File: config.mk
export PLATFORM = sky130hd
export DESIGN_NAME = uart_temp_rx
export DESIGN_NICKNAME = d
export VERILOG_FILES = /design/src/rtl/uart_temp_pkg.sv /design/src/rtl/uart_rx_byte.sv /design/src/rtl/uart_temp_rx.sv
export SDC_FILE = /design/constraint.sdc
export NUM_CORES = 1
export LEC_CHECK = 0
export CORE_ASPECT_RATIO = 0.5
export CORE_MARGIN = 8
export CORE_UTILIZATION = 30
export DETAILED_ROUTE_END_ITERATION = 12
export PLACE_DENSITY_LB_ADDON = 0.2
export SYNTH_ARGS = -nofsm -noshare
export SYNTH_HDL_FRONTEND = slang
export SYNTH_HIERARCHICAL = 1
export SYNTH_SLANG_ARGS = --single-unit
File: constraint.sdc
create_clock -name clk -period 2.3 [get_ports clk]
set_clock_uncertainty 0.05 [all_clocks]
set_input_delay 0.23 -clock clk [delete_from_list [all_inputs] [get_ports clk]]
set_output_delay 0.23 -clock clk [all_outputs]
set_load 0.01 [all_outputs]
File: src/rtl/uart_temp_pkg.sv
// Shared constants, FSM state types and the ASCII hex decoder for the UART
// temperature-message receiver.
package uart_temp_pkg;

  localparam int         CLKS_PER_BIT_DEF = 434;
  localparam logic [7:0] ASCII_CR         = 8'h0D;
  localparam logic [7:0] ASCII_LF         = 8'h0A;
  localparam int         HEX_DIGITS       = 6;

  typedef enum logic [1:0] {IDLE, START, DATA, STOP} bit_state_t;
  typedef enum logic [1:0] {HEX, CR_SEEN, SYNC}      prs_state_t;

  // Returns {is_hex, nibble}; only upper-case A-F count as hex.
  function automatic logic [4:0] hex_decode(input logic [7:0] ch);
    logic [4:0] res;
    res = 5'b0;
    if (ch >= 8'h30 && ch <= 8'h39)
      res = {1'b1, ch[3:0]};
    else if (ch >= 8'h41 && ch <= 8'h46)
      res = {1'b1, ch[3:0] + 4'd9};
    return res;
  endfunction

endpackage

File: src/rtl/uart_rx_byte.sv
// 8N1 byte receiver: two-flop synchronizer, mid-bit sampling bit FSM,
// one-cycle byte strobe or frame-error pulse after the stop sample.
//
//   state | meaning
//   IDLE  | line idle, waiting for a synchronized low
//   START | half-bit wait, confirms the start bit
//   DATA  | sampling 8 data bits, LSB first
//   STOP  | sampling the stop bit
module uart_rx_byte
  import uart_temp_pkg::*;
#(
  parameter int CLKS_PER_BIT = CLKS_PER_BIT_DEF
) (
  input  logic       clk,
  input  logic       reset,
  input  logic       rx,
  output logic [7:0] data,
  output logic       strobe,
  output logic       frame_err
);

  localparam int CW = $clog2(CLKS_PER_BIT);
  localparam logic [CW-1:0] HALF_LOAD = CW'(CLKS_PER_BIT / 2 - 1);
  localparam logic [CW-1:0] BIT_LOAD  = CW'(CLKS_PER_BIT - 1);

  bit_state_t    state;
  logic          sync_q1, sync_q2;
  logic [CW-1:0] cnt;
  logic [2:0]    bit_idx;
  logic [7:0]    shreg;

  always_ff @(posedge clk) begin
    if (reset) begin
      sync_q1   <= 1'b1;
      sync_q2   <= 1'b1;
      state     <= IDLE;
      cnt       <= '0;
      bit_idx   <= '0;
      shreg     <= '0;
      data      <= '0;
      strobe    <= 1'b0;
      frame_err <= 1'b0;
    end else begin
      sync_q1   <= rx;
      sync_q2   <= sync_q1;
      strobe    <= 1'b0;
      frame_err <= 1'b0;
      case (state)
        IDLE: begin
          if (!sync_q2) begin
            state <= START;
            cnt   <= HALF_LOAD;
          end
        end
        START: begin
          if (cnt == '0) begin
            if (!sync_q2) begin
              state   <= DATA;
              cnt     <= BIT_LOAD;
              bit_idx <= '0;
            end else begin
              state <= IDLE;
            end
          end else begin
            cnt <= cnt - 1'b1;
          end
        end
        DATA: begin
          if (cnt == '0) begin
            shreg   <= {sync_q2, shreg[7:1]};
            cnt     <= BIT_LOAD;
            bit_idx <= bit_idx + 3'd1;
            if (bit_idx == 3'd7) state <= STOP;
          end else begin
            cnt <= cnt - 1'b1;
          end
        end
        STOP: begin
          if (cnt == '0) begin
            // Back to IDLE on the sample itself so a following start bit is not missed.
            state <= IDLE;
            if (sync_q2) begin
              data   <= shreg;
              strobe <= 1'b1;
            end else begin
              frame_err <= 1'b1;
            end
          end else begin
            cnt <= cnt - 1'b1;
          end
        end
        default: state <= IDLE;
      endcase
    end
  end

endmodule

File: src/rtl/uart_temp_rx.sv
// Receives "HHHHHH\r\n" hex count messages over UART and publishes the value.
// Optional saturating error counter enabled by macro UART_TEMP_RX_ERR_CNT_EN.
//
//   state   | meaning
//   HEX     | collecting up to six hex digits, then expecting CR
//   CR_SEEN | six digits and CR received, expecting LF
//   SYNC    | after an error, discarding bytes until LF
module uart_temp_rx
  import uart_temp_pkg::*;
#(
  parameter int CLKS_PER_BIT = CLKS_PER_BIT_DEF
) (
  input  logic        clk,
  input  logic        reset,
  input  logic        uart_rx_i,
  output logic [23:0] data_o,
  output logic        data_valid_o,
  output logic        frame_err_o,
  output logic        parse_err_o
`ifdef UART_TEMP_RX_ERR_CNT_EN
  ,
  output logic [7:0]  err_cnt_o
`endif
);

  localparam logic [2:0] ND_FULL = 3'(HEX_DIGITS);

  logic [7:0]  byte_data;
  logic        byte_strobe;
  logic        byte_frame_err;
  logic [4:0]  dec;
  logic        byte_bad;
  prs_state_t  state;
  logic [2:0]  nd;
  logic [23:0] acc;

  uart_rx_byte #(.CLKS_PER_BIT(CLKS_PER_BIT)) u_rx (
    .clk       (clk),
    .reset     (reset),
    .rx        (uart_rx_i),
    .data      (byte_data),
    .strobe    (byte_strobe),
    .frame_err (byte_frame_err)
  );

  assign frame_err_o = byte_frame_err;
  assign dec         = hex_decode(byte_data);

  always_comb begin
    byte_bad = 1'b0;
    case (state)
      HEX:     byte_bad = !((dec[4] && nd < ND_FULL) || (byte_data == ASCII_CR && nd == ND_FULL));
      CR_SEEN: byte_bad = (byte_data != ASCII_LF);
      default: byte_bad = 1'b0;
    endcase
  end

  always_ff @(posedge clk) begin
    if (reset) begin
      state        <= HEX;
      nd           <= '0;
      acc          <= '0;
      data_o       <= '0;
      data_valid_o <= 1'b0;
      parse_err_o  <= 1'b0;
    end else begin
      data_valid_o <= 1'b0;
      parse_err_o  <= 1'b0;
      if (byte_frame_err) begin
        state <= SYNC;
        nd    <= '0;
      end else if (byte_strobe) begin
        if (byte_bad) begin
          parse_err_o <= 1'b1;
          nd          <= '0;
          state       <= SYNC;
        end else begin
          case (state)
            HEX: begin
              if (dec[4]) begin
                acc <= {acc[19:0], dec[3:0]};
                nd  <= nd + 3'd1;
              end else begin
                state <= CR_SEEN;
              end
            end
            CR_SEEN: begin
              data_o       <= acc;
              data_valid_o <= 1'b1;
              nd           <= '0;
              state        <= HEX;
            end
            SYNC: begin
              if (byte_data == ASCII_LF) begin
                nd    <= '0;
                state <= HEX;
              end
            end
            default: state <= SYNC;
          endcase
        end
      end
    end
  end

`ifdef UART_TEMP_RX_ERR_CNT_EN
  always_ff @(posedge clk) begin
    if (reset)
      err_cnt_o <= '0;
    else if ((frame_err_o || parse_err_o) && err_cnt_o != 8'hFF)
      err_cnt_o <= err_cnt_o + 8'd1;
  end
`endif

endmodule
; Yosys cells after proc, flatten, opt, wreduce, memory -nomap -nowiden
; Index checks and enable logic that the tools add are counted.
; W data, S select, Z words.
[op_classes]
n_reduce_logical = 26
addsub = 4
n_lt_le_gt_ge = 5
n_eq_ne = 23
mux = 34
bitwise = 5
[ops]
columns = op, count
row1 = $mux W9, 5
row2 = $pmux W9 S4, 1
row3 = $mux W2, 11
row4 = $mux W3, 6
row5 = $eq A8 B4 Y1 const B, 2
row6 = $ne A3 B3 Y1 const B, 4
row7 = $reduce_and A3 Y1, 4
row8 = $reduce_and A4 Y1, 3
row9 = $mux W5, 2
row10 = $reduce_and A5 Y1, 2
row11 = $logic_not A9 Y1, 1
row12 = $pmux W3 S3, 1
row13 = $sub A9 B1 Y9 const B, 1
row14 = $ge A8 B6 Y1 const B, 1
row15 = $ge A8 B7 Y1 const B, 1
row16 = $le A8 B6 Y1 const B, 1
row17 = $le A8 B7 Y1 const B, 1
row18 = $ne A2 B1 Y1 const B, 4
row19 = $ne A4 B3 Y1 const B, 2
row20 = $ne A8 B4 Y1 const B, 1
row21 = $pmux W2 S4, 1
row22 = $add A3 B1 Y3 const B, 2
row23 = $eq A2 B2 Y1 const B, 3
row24 = $eq A3 B3 Y1 const B, 2
row25 = 19 further kinds, 35
[totals]
ff_bits = 89
output_inout_bits = 27
inputBits = 3

; Logic depth before layout (Yosys ltp)
; Gate-level depths: netlist of run 1.
[logic_depth]
ltp_word = 11
mapped_depth = 10
ltp_nobuf = 8

; Hierarchy
; Netlist of run 1, hierarchy kept.
[by_module_without_submodules]
columns = module, cells_per_inst, n_inst, seq_area_each_um2, area_per_inst_um2
row1 = uart_temp_rx, 300, 1, 1101.1, 2670.1
row2 = uart_rx_byte, 202, 1, 680.7, 1707.9

; Least setup slack after synthesis of run 1
; No wires, ideal clock.
[synth_timing]
kind = register -> register
start = register u_rx.data[0]
end = register data_o[0]
period_less_slack_ns = 2.484
setup_time_ns = 0.072
slack_ns = -0.184
required_ns = 2.178
n_path_buf = 2
arrival_ns = 2.363
stages_incl_launch_ff = 11
path_cell_list = dfxtp_1 inv_1 ha_1 nor3b_1 or4b_4 o21ba_4 o21ai_4 and4b_1 buf_6 buf_12 mux2i_1
[synth_between]
elab_chain_len = 10
word_cells_on_any_way = 17
[synth_lines]
columns = item, line
row1 = from (decl), uart_rx_byte.sv:17  ; output logic [7:0] data,
row2 = from (signal assigned), uart_rx_byte.sv:83  ; data <= shreg;
row3 = $ge A8 B7 Y1 or $le A8 B7 Y1 (tied branches), uart_temp_pkg.sv:19  ; else if (ch >= 8'h41 && ch <= 8'h46)
row4 = $logic_and A1 B1 Y1, uart_temp_pkg.sv:19
row5 = $mux W5, uart_temp_pkg.sv:19
row6 = $mux W5, uart_temp_pkg.sv:17  ; if (ch >= 8'h30 && ch <= 8'h39)
row7 = $logic_and A1 B1 Y1, uart_temp_rx.sv:52  ; HEX: byte_bad = !((dec[4] && nd < ND_FULL) || (byte_data == ASCII_CR && nd == ND_FULL));
row8 = $logic_or A1 B1 Y1, uart_temp_rx.sv:52
row9 = $logic_not A1 Y1, uart_temp_rx.sv:52
row10 = $pmux W1 S2 *, uart_temp_rx.sv:51  ; case (state)
row11 = $not A1 Y1 (no line) *, --
row12 = $reduce_and A4 Y1 (no line) *, --
row13 = to (signal assigned), uart_temp_rx.sv:63  ; data_o <= '0;
row14 = to (signal assigned), uart_temp_rx.sv:88  ; data_o <= acc;
row15 = to (decl), uart_temp_rx.sv:16  ; output logic [23:0] data_o,
; Mark *: on every way between the ends. The rest lies on a longest branch, timed or not.
; A chain may end at the register's enable or synchronous reset.

; Worst setup path after layout of run 1
[layout_timing]
start = register u_rx.data[4]
end = register data_o[19]
; The elaborated chain is that of the path after synthesis.

==> results of run 1 <==
metal layers:
layer	up-vias	wire length [µm]	track usage, %
li1	1835	-	-
met1	1667	4930	12.8
met2	49	4510	18.3
met3	8	374	3.26
met4	0	107	3.21
met5	-	0	0
timing repair:
item / CTS / global route
pin swaps: 2 / 4
setup buffers: 4 / 1
hold endpoints to repair: 0 / 0
cloned: 4 / 0
gates resized for setup: 13 / 7
endpoints found under the setup margin: 50 / 55
layout by cell type (no fill, tap or decap), drive strengths merged, types with 5 or more instances in the layout:
cell,n
clkbuf,10
inv,21
or3,5
nor3,5
o21ai,18
mux2i,34
buf,40
clkdlybuf4s50,28
nor2,31
dfxtp,89
a21oi,44
nand2,74
and3,5
nand2b,53
ha,19
nand4,5
nand3,6
registers in the layout, summed over array words and instances (netlist names), named ones only:
signal and count:
u_rx/state 1, u_rx/shreg 8, data_o 24, u_rx/data 8, data_valid_o 1, parse_err_o 1
u_rx/cnt 9, u_rx/sync_q1 1, u_rx/strobe 1, acc 24, u_rx/frame_err 1, u_rx/bit_idx 3
state 2, nd 3, u_rx/sync_q2 1
cells in the mapped netlist (2+ instances only):
library cell	n
nor2b_1	4
nand3b_1	3
a311oi_1	2
and3_1	5
a32oi_1	2
nor3b_1	4
clkbuf_1	19
mux2i_1	34
o21ai_0	17
or4_1	3
dfxtp_1	89
or2_2	3
nand2_1	74
nor2_1	31
nand3_1	6
or3_1	4
buf_6	2
a21oi_1	44
inv_1	19
nand2b_1	53
a211oi_1	4
ha_1	19
o31ai_1	3
o211ai_1	4
a2111oi_0	2
nor3_1	4
buf_2	6
buf_12	2
o2111ai_1	4
nand4_1	4
a31oi_1	4
o32ai_1	3
logic make-up (layout without fill, tap and decap cells):
family                   Yosys count  after routing
buffers and inverters             48            104
adder cells (fa/ha/maj)           19             19
AND/OR/NAND/NOR                  210            210
flip-flops                        89             89
AO/OA/AOI/OAI                    102            102
multiplexers                      34             34
through the flow:
step | cells | worst slack [ns] | TNS, ns | total power [mW]
final | 756 | -0.0900 | -2.39 | 3.47
after global routing | 756 | -0.185 | -6.81 | 3.63
after CTS | 757 | -0.125 | -4.10 | 3.52
after detailed placement | 733 | -0.120 | -3.85 | 2.11
after global placement | 733 | -0.0629 | -2.12 | 2.11
after floorplan | 502 | -0.0901 | -3.63 | 2.01
power by group:
group	total (mW)	leakage [nW]	switching (mW)	internal, mW
clock	1.38	0.127	0.631	0.746
sequential	1.61	0.719	0.0425	1.57
combinational	0.478	1.09	0.310	0.168
critical path: cells and delay by family, from the launching register on:
family / cells / cell delay [ns]
mux: 1 / 0.17
compound gates: 2 / 0.37
flops: 1 / 0.31
simple gates: 3 / 1.18
buf+inv: 2 / 0.26
final cells by class:
cell class | instances | area share [%]
timing repair buffer | 69 | 13.1
inverter | 19 | 1.34
clock inverter | 6 | 0.929
clock buffer | 10 | 4.15
sequential | 89 | 32.4
multi-input combinational | 365 | 43.7
tap | 198 | 4.49
worst max path at each step:
stage	from	end	slack [ns]	cells after the start
floorplan	u_rx/data[1]	data_o[0]	-0.09	10
global placement	u_rx/data[7]	data_o[0]	-0.06	8
detailed placement	u_rx/data[0]	data_o[7]	-0.12	9
CTS	u_rx/data[4]	data_o[19]	-0.13	8
global route	u_rx/data[0]	data_o[15]	-0.18	10
finish	u_rx/data[4]	data_o[19]	-0.09	8
==> flow_metrics.env, run 1 <==
export IMPL_status="complete, but fails checks"
export IMPL_failed_checks="negative setup slack"
export IMPL_cpPeakStageDelay_ns=0.50
export IMPL_synth_compound_area_share_pct=15.3
export IMPL_portBuffers=29
export IMPL_fill_cells=1475
export IMPL_r2r_end="data_o[19]"
export IMPL_synth_top_area_share_pct=40.7
export IMPL_hold_path_class="in -> reg"
export IMPL_synthFlopType="dfxtp_1"
export IMPL_critPathLaunchType="flip-flop"
export IMPL_n_antenna_cell=0
export IMPL_vias=3559
export IMPL_drive_gt1_share_pct=14.3
export IMPL_worstHoldPathCells=4
export IMPL_p_leak_nw=1.94
export IMPL_syn2layout_area_growth_pct=26.2
export IMPL_place_area_um2=5040
export IMPL_period_share_pct=104
export IMPL_synth_adder_area_share_pct=5.43
export IMPL_synth_edf_count=0
export IMPL_power_per_cell_area_nw_per_um2=627
export IMPL_yosys_area_top_type="dfxtp_1"
export IMPL_syn_nets=524
export IMPL_netlist_instances=502
export IMPL_path_cells="or3_4, or4b_4, o21ba_4, o21ai_4, and4b_4, buf_12, buf_16, mux2i_1"
export IMPL_ys_seq_area_share_pct=40.7
export IMPL_r2r_cells=8
export IMPL_core_rowCount=31
export IMPL_dp_hpwl_um=6530
export IMPL_synth_area_top_cells="dfxtp_1, mux2i_1, nand2b_1, nand2_1, ha_1"
export IMPL_peakVddDrop_mv=0.355
export IMPL_gp_congestion=0.809
export IMPL_final_antenna_net_count=0
export IMPL_grt_pass1_wl_um=16900
export IMPL_min_to="state[0]"
export IMPL_cp_end_kind="flip-flop"
export IMPL_period_needed_ns=2.39
export IMPL_syn_area_um2=4380
export IMPL_arrival_ns=2.62
export IMPL_regArea_um2=1790
export IMPL_synth_xor_area_share_pct=0
export IMPL_final_hold_viol_count=0
export IMPL_r2r_start="u_rx/data[4]"
export IMPL_die_x_um=187
export IMPL_slew_headroom_pct=60.1
export IMPL_die_area_um2=18900
export IMPL_muxShareOfSynthArea_pct=7.77
export IMPL_rsz0062_at_grt="yes"
export IMPL_ys_seq_elements=89
export IMPL_clkLatencyLatePin_ns=0.34
export IMPL_antenna_found_initial=0
export IMPL_clk_pin_slew_ns=0.07
export IMPL_grt_start_max_net_pins=76
export IMPL_synth_warnings=6
export IMPL_grt_pass1_vias=3542
export IMPL_cts_tree="yes"
export IMPL_async_flop_share_pct=0
export IMPL_hold_buffers=0
export IMPL_rrSetupSlack_ns=-0.09
export IMPL_synth_avg_cell_area_um2=8.72
export IMPL_grt_usage_pct=10.6
export IMPL_synth_top_family_by_area="simple AND/OR/NAND/NOR gates"
export IMPL_clkSinkCount=89
export IMPL_firstDrtPassIters=4
export IMPL_root_buffer="clkbuf_16"
export IMPL_cts_path_max_buffers=2
export IMPL_max_cap_violations=0
export IMPL_setup_violations=50
export IMPL_critical_path_class="reg -> reg"
export IMPL_core_area_um2=14400
export IMPL_multiInputGateArea_um2=2410
export IMPL_min_from="reset"
export IMPL_dieHeight_um=101
export IMPL_finalWorstSetupSlack_ns=-0.0900
export IMPL_holdWs_ns=0.224
export IMPL_wl_um=9920
export IMPL_drt_first_iter_violations=191
export IMPL_gr_total_overflow=0
export IMPL_fin_util_pct=38.5
export IMPL_wl_per_cell_um=13.1
export IMPL_start_util_pct=30.5
export IMPL_route_detailed_drc=0
export IMPL_slowest_stage="or4b_4"
export IMPL_cts_buffers=9
export IMPL_final_nets=575
export IMPL_post_drt_via_cell_ratio=4.71
export IMPL_h_tree_depth=3
export IMPL_ioPinCount=30
export IMPL_fin_area_um2=5520
export IMPL_yosys_area_share_simple_pct=25.4
export IMPL_worstPathMaxFanout=6
export IMPL_slew_viol_final=0
export IMPL_max_freq_mhz=418
export IMPL_worstMarginPinSlew_ns=0.598
export IMPL_cp_data_required_time_ns=2.53
export IMPL_synth_distinct_cells=57
Power figures use the tool's default switching activity.
==> run 2, diff against run 1 <==
--- a/config.mk
+++ b/config.mk
@@ -5,11 +5,13 @@
 export SDC_FILE = /design/constraint.sdc
 export NUM_CORES = 1
 export LEC_CHECK = 0
+export CAP_MARGIN = 20
 export CORE_ASPECT_RATIO = 0.5
 export CORE_MARGIN = 8
 export CORE_UTILIZATION = 30
 export DETAILED_ROUTE_END_ITERATION = 12
 export PLACE_DENSITY_LB_ADDON = 0.2
+export SLEW_MARGIN = 20
 export SYNTH_ARGS = -nofsm -noshare
 export SYNTH_HDL_FRONTEND = slang
 export SYNTH_HIERARCHICAL = 1
==> results of run 2 <==
The final DEF is identical to that of run 1; final timing and power are the same.
